--- config.mk ---
export PLATFORM = sky130hd
export DESIGN_NAME = pc_gen
export DESIGN_NICKNAME = d
export VERILOG_FILES = /design/src/rtl/pc_gen.sv
export SDC_FILE = /design/constraint.sdc
export NUM_CORES = 1
export LEC_CHECK = 0
export ABC_AREA = 1
export CAP_MARGIN = 0
export CELL_PAD_IN_SITES_DETAIL_PLACEMENT = 2
export CELL_PAD_IN_SITES_GLOBAL_PLACEMENT = 2
export CORE_ASPECT_RATIO = 2
export CORE_MARGIN = 2
export CORE_UTILIZATION = 23
export CTS_CLUSTER_DIAMETER = 60
export DETAILED_ROUTE_END_ITERATION = 10
export GPL_TIMING_DRIVEN = 0
export PLACE_DENSITY = 0.87
export SLEW_MARGIN = 25
export SYNTH_ARGS = -nofsm -noshare
export SYNTH_HDL_FRONTEND = slang
export SYNTH_SLANG_ARGS = --single-unit
--- constraint.sdc ---
create_clock -name Clk_Core -period 3 [get_ports Clk_Core]
set_input_delay 0.45 -clock Clk_Core [delete_from_list [all_inputs] [get_ports Clk_Core]]
set_output_delay 0.45 -clock Clk_Core [all_outputs]
set_load 0.1 [all_outputs]
--- src/rtl/pc_gen.sv ---
// Program-counter generator: boot/run/halt sequencing, fetch handshake,
// prioritised trap/mret/branch redirects with a one-entry stall buffer.
//
// state | meaning
// BOOT  | one settle cycle after reset release, no fetch
// RUN   | PC valid for fetch, redirects and sequential steps applied
// HALT  | debug halt, PC and pending redirect frozen
module pc_gen #(
  parameter int              XLEN         = 32,
  parameter logic [XLEN-1:0] RESET_VECTOR = 32'h0000_0000,
  parameter logic [XLEN-1:0] TRAP_VECTOR  = 32'h0000_0100,
  parameter int              IALIGN       = 4
) (
  input  logic            Clk_Core,
  input  logic            Rst_Core,
  input  logic            Stall,
  input  logic            Branch_Taken,
  input  logic [XLEN-1:0] Branch_Target,
  input  logic            Mret_Req,
  input  logic [XLEN-1:0] Mret_Target,
  input  logic            Trap_Req,
  input  logic            Halt_Req,
  input  logic            Resume,
  input  logic            Fetch_Ready,
  output logic            Fetch_Valid,
  output logic [XLEN-1:0] Program_Count,
  output logic [XLEN-1:0] Program_Count_Off,
  output logic            Misalign_Err,
  output logic [XLEN-1:0] Misalign_Addr,
  output logic            Halted
);

  typedef enum logic [1:0] {BOOT, RUN, HALT} state_t;

  state_t          state;
  logic            pend_v;
  logic [XLEN-1:0] pend_addr;
  logic            accept;
  logic [XLEN-1:0] redir_tgt;
  logic            do_apply;
  logic [XLEN-1:0] apply_addr;
  logic            apply_bad;

  function automatic logic misaligned(input logic [XLEN-1:0] t);
    if (IALIGN == 2) return t[0];
    else             return |t[1:0];
  endfunction

  assign accept            = Fetch_Valid & Fetch_Ready & ~Stall;
  assign redir_tgt         = Mret_Req ? Mret_Target : Branch_Target;
  assign Program_Count_Off = Program_Count + XLEN'(4);

  // A live redirect outranks a buffered one; trap and halt pre-empt both.
  always_comb begin
    do_apply   = 1'b0;
    apply_addr = redir_tgt;
    if (state == RUN && !Trap_Req && !Halt_Req && !Stall) begin
      if (Mret_Req || Branch_Taken) begin
        do_apply = 1'b1;
      end else if (pend_v) begin
        do_apply   = 1'b1;
        apply_addr = pend_addr;
      end
    end
  end

  assign apply_bad = misaligned(apply_addr);

  always_ff @(posedge Clk_Core or posedge Rst_Core) begin
    if (Rst_Core) begin
      state         <= BOOT;
      Program_Count <= RESET_VECTOR;
      Fetch_Valid   <= 1'b0;
      pend_v        <= 1'b0;
      pend_addr     <= '0;
      Misalign_Err  <= 1'b0;
      Misalign_Addr <= '0;
      Halted        <= 1'b0;
    end else begin
      Misalign_Err <= 1'b0;
      case (state)
        BOOT: begin
          state       <= RUN;
          Fetch_Valid <= 1'b1;
        end
        RUN: begin
          if (Trap_Req) begin
            Program_Count <= TRAP_VECTOR;
            pend_v        <= 1'b0;
          end else if (Halt_Req) begin
            state       <= HALT;
            Fetch_Valid <= 1'b0;
            Halted      <= 1'b1;
          end else if (do_apply) begin
            pend_v <= 1'b0;
            if (apply_bad) begin
              Program_Count <= TRAP_VECTOR;
              Misalign_Err  <= 1'b1;
              Misalign_Addr <= apply_addr;
            end else begin
              Program_Count <= apply_addr;
            end
          end else if (Mret_Req || Branch_Taken) begin
            // only reachable under Stall: newest redirect wins the buffer
            pend_v    <= 1'b1;
            pend_addr <= redir_tgt;
          end else if (accept) begin
            Program_Count <= Program_Count + XLEN'(4);
          end
        end
        HALT: begin
          if (Trap_Req) begin
            Program_Count <= TRAP_VECTOR;
            pend_v        <= 1'b0;
            state         <= RUN;
            Fetch_Valid   <= 1'b1;
            Halted        <= 1'b0;
          end else if (Resume) begin
            state       <= RUN;
            Fetch_Valid <= 1'b1;
            Halted      <= 1'b0;
          end
        end
        default: begin
          state       <= BOOT;
          Fetch_Valid <= 1'b0;
          Halted      <= 1'b0;
        end
      endcase
    end
  end

endmodule

==> results by stage <==
Global routing:
- The number of global-route vias before repair is 7958.
- Summed over all layers, the global routing overflow is 0.
- The wire length of the first global-routing pass is 44790 um.
- The global-route usage over all layers is 0.2083.
- The initial antenna violation count came to 1.
- The largest net degree at the start of global routing is 30.

CTS:
- TritonCTS built the clock tree.
- The clock reaches the later pin of the worst-skew pair after 380 ps.
- Clock tree synthesis inserted a total of 9 buffers.
- The root buffer cell chosen for the clock tree is clkbuf_16.
- The maximum number of buffers from clock root to sink is 2.
- After clock tree synthesis, the clock-pin slew on the worst setup and hold paths is roughly 80 ps.
- The clock tree synthesis step divided the H-tree into 3 levels.
- Buffers added to address setup during post-CTS repair amount to 0.
- The hold buffer count at cts is 0.
- Counting every sink on the clock net gives 101.

Final layout:
- The library cell used most frequently in the layout, excluding fill and tap cells, is nand2_1.
- At the end of the flow the core is filled with cells to 0.3289.
- The area growth from synthesis to layout is 41.61%.
- Leaving out fill and tap cells, the most frequent cells in the layout are nand2_1 (398), clkdlybuf4s50_1 (145), dfrtp_1 (97).
- Once layout is done, the placed cells without fillers occupy 8815 um^2.
- In the final design database the tool counted 1190 nets.
- Fill cells in the final layout number approximately 3200.
- Of the cells placed in the final design, the portion with a size suffix greater than 1 is 0.1182.

Critical path:
- The stage delay of the slowest cell on the critical path is between 1000 and 1500 ps.
- The worst endpoint data arrival time is between 2000 and 2500 ps.
- The slowest stage of the critical path is the clkdlybuf4s50_1 cell.
- The signal on the critical path passes through ha_1 > xor2_1 > clkdlybuf4s50_1.
- Along the worst path, the maximum fanout reaches 5.
- STA classifies the critical path startpoint as a flop.
- The endpoint kind of the worst setup timing path is a primary output.
- The minimum setup slack among reg-to-reg paths is approximately 650 ps.
- At the worst endpoint, the required time is 2550 ps.
- For the worst flop-to-flop path, the logic depth is 12.
- The type of the worst setup path is flop to primary output.

Logic synthesis:
- For this run, the register share of the synthesized area comes to 0.4060.
- The number of nets in the synthesized netlist is ~1000.
- The cell count after synthesis came out at 927.
- Yosys printed 0 warnings.
- Among all flip-flop cells after synthesis, the most frequent one is dfrtp_1.
- The number of flip-flops and latches in the synthesized netlist is 101.
- Of all flip-flops after synthesis, the portion carrying an async set or reset was 1.000.
- The cell area that synthesis handed to floorplanning was 6225 um^2.
- After synthesis, the mean cell area works out to 6.715 um^2.
- Yosys mapped a number of flops with a built-in enable equal to 0.
- Yosys mapped the design onto 33 distinct sky130hd cell types.

Die:
- The y dimension of the die is between 200 and 250 um.
- The cell row count is 85.
- The floorplan step defined a die boundary enclosing ~28000 um^2.
- The die is 120.3 um wide.
- For this configuration, the core starts out at a cell density of 0.2323.
- In this run the count of I/O pins placed on the die edge is roughly 170.
- The core region is 26800 um^2.

STA:
- Summed over all failing endpoints, the final setup total negative slack is 0 ps.
- For the finished layout, the period the worst path requires is 2943 ps.
- The post-route worst setup slack is 57.29 ps.
- Setup violations remaining at the end of the flow were counted as 0.
- The actual transition at the worst max-transition pin is 1083 ps.
- On the final layout, the worst hold slack is approximately 460 ps.
- The max-slew violation total from the final report came to 0.
- The total count of hold-check failures in the final report is 0.
- The post-route fraction of the period consumed by the critical path is 0.9809.
- Based on the critical path, the design can be clocked at up to 339.8 MHz.
- The final worst clock skew is 16.48 ps.
- Setup repair after global routing could not meet its margin everywhere.
- The worst pin sits at a relative slew slack of 0.2754.

Power and ir drop:
- The worst ir drop on vdd is 0.0004436 V.
- For this design the ratio of total power to cell area is ~1000 nW/um^2.
- The reported leakage power is 4.311 nW.

Detailed routing:
- The via count normalized by instance count is ~4.7.
- The total via count after detailed routing is 6853.
- The detailed-route wire length is 28760 um.
- The number of DRC markers after the initial detailed-route iteration is around 240.
- The remaining antenna violation count after routing is 0.
- After detailed routing, the number of remaining DRC violations is 0.
- After detailed routing, the average wire length per cell comes to about 20 um.
- The first TritonRoute pass finished after 4 iterations.

Placement:
- The placed instances occupy a cell area of 8558 um^2.
- The placer congestion estimate is 0.8028.
- The placement-stage worst setup slack is -797.8 ps.
- During placement, the flow inserted port buffers numbering 171.
- The half-perimeter wire length of the detailed placement result is 23920 um.

Run status:
- The run finished with clean final reports.

Hold path:
- The class of the most critical hold timing path is input port to asynchronous set/reset pin.

Flow run:
- Max-cap violations in this run came to 0.
## area by class of cell
class,count,area (um^2),share of cell area
Multi-Input combinational cell,692,3231,0.3665
Sequential cell,101,2532,0.2873
Timing Repair Buffer,174,1709,0.1939
Tap cell,348,435.4,0.04940
Inverter,93,357.8,0.04060
Buffer,41,252.7,0.02867
Clock buffer,12,246.5,0.02796
Clock inverter,4,47.55,0.005394
Antenna cell,1,2.502,0.0002839
## sequential cells by signal (all words and copies together), names as in the netlist
signal	count
Misalign_Addr	32
Program_Count	32
pend_addr	32
state	2
Halted	1
Misalign_Err	1
pend_v	1
## cell usage after synthesis (all sizes together) (2+ instances only)
library cell	count	area, um^2
nand3	69	355.3
ha	5	62.56
nor2	73	284.0
nor3	4	25.02
inv	92	345.3
o21ai	80	400.4
nand3b	9	67.56
or2	2	12.51
buf	35	230.2
a21oi	6	30.03
dfrtp	101	2527
xor2	4	35.03
clkbuf	6	22.52
mux2	11	123.9
mux2i	5	50.05
xnor2	3	26.28
nand2	416	1587
## metrics by stage
stage | cells | total power, mW
2_1_floorplan | 927 | 6.205
3_3_place_gp | 1446 | 7.676
3_5_place_dp | 1449 | 7.828
4_1_cts | 1465 | 9.069
5_1_grt | 1466 | 9.402
6_report | 1466 | 9.010
## per-layer routing
layer  wire (um)  vias up  global-route usage
li1            -     3235                   -
met1        9540     3364              0.1942
met2       16450      175              0.4081
met3         849       79             0.02962
met4        1918        0              0.1350
met5           0        -                   0
## logic make-up after synthesis
kind of cell | count (synthesis) | share of synthesized area
buffers and inverters | 134 | 0.09688
AO/OA/AOI/OAI | 89 | 0.07277
adder cells (fa/ha/maj) | 5 | 0.01005
XOR/XNOR | 7 | 0.009849
multiplexers | 16 | 0.02794
flip-flops | 101 | 0.4060
AND/OR/NAND/NOR | 575 | 0.3765
## where the power goes
group | leakage, nW | total [mW] | switching, mW | internal, mW
clock | 0.143 | 1.23 | 0.565 | 0.669
sequential | 1.30 | 2.33 | 0.452 | 1.88
combinational | 2.87 | 5.45 | 4.23 | 1.21
## final timing paths
path	startpoint	endpoint
max	Program_Count[2]	Program_Count_Off[4]
min	Rst_Core	Program_Count[9]
max reg2reg	state[1]	Program_Count[3]
min reg2reg	pend_addr[24]	pend_addr[24]
max in group asynchronous	Rst_Core	pend_addr[20]
min in group Clk_Core	pend_addr[24]	pend_addr[24]
## what timing repair did
item | in CTS | in global routing
hold endpoints to repair | 0 | 0
gates resized for setup | 131 | 10
setup endpoints to repair | 26 | 14
## critical path, delay by kind of cell, from the launching register on
family / cells / cell delay [ps]
adders and majority gates: 1 / 250
xor gates and xnor gates: 1 / 240
buffers and inverters: 1 / 1180
DFF: 1 / 450
Note: power is estimated with default switching activity, not from simulation.
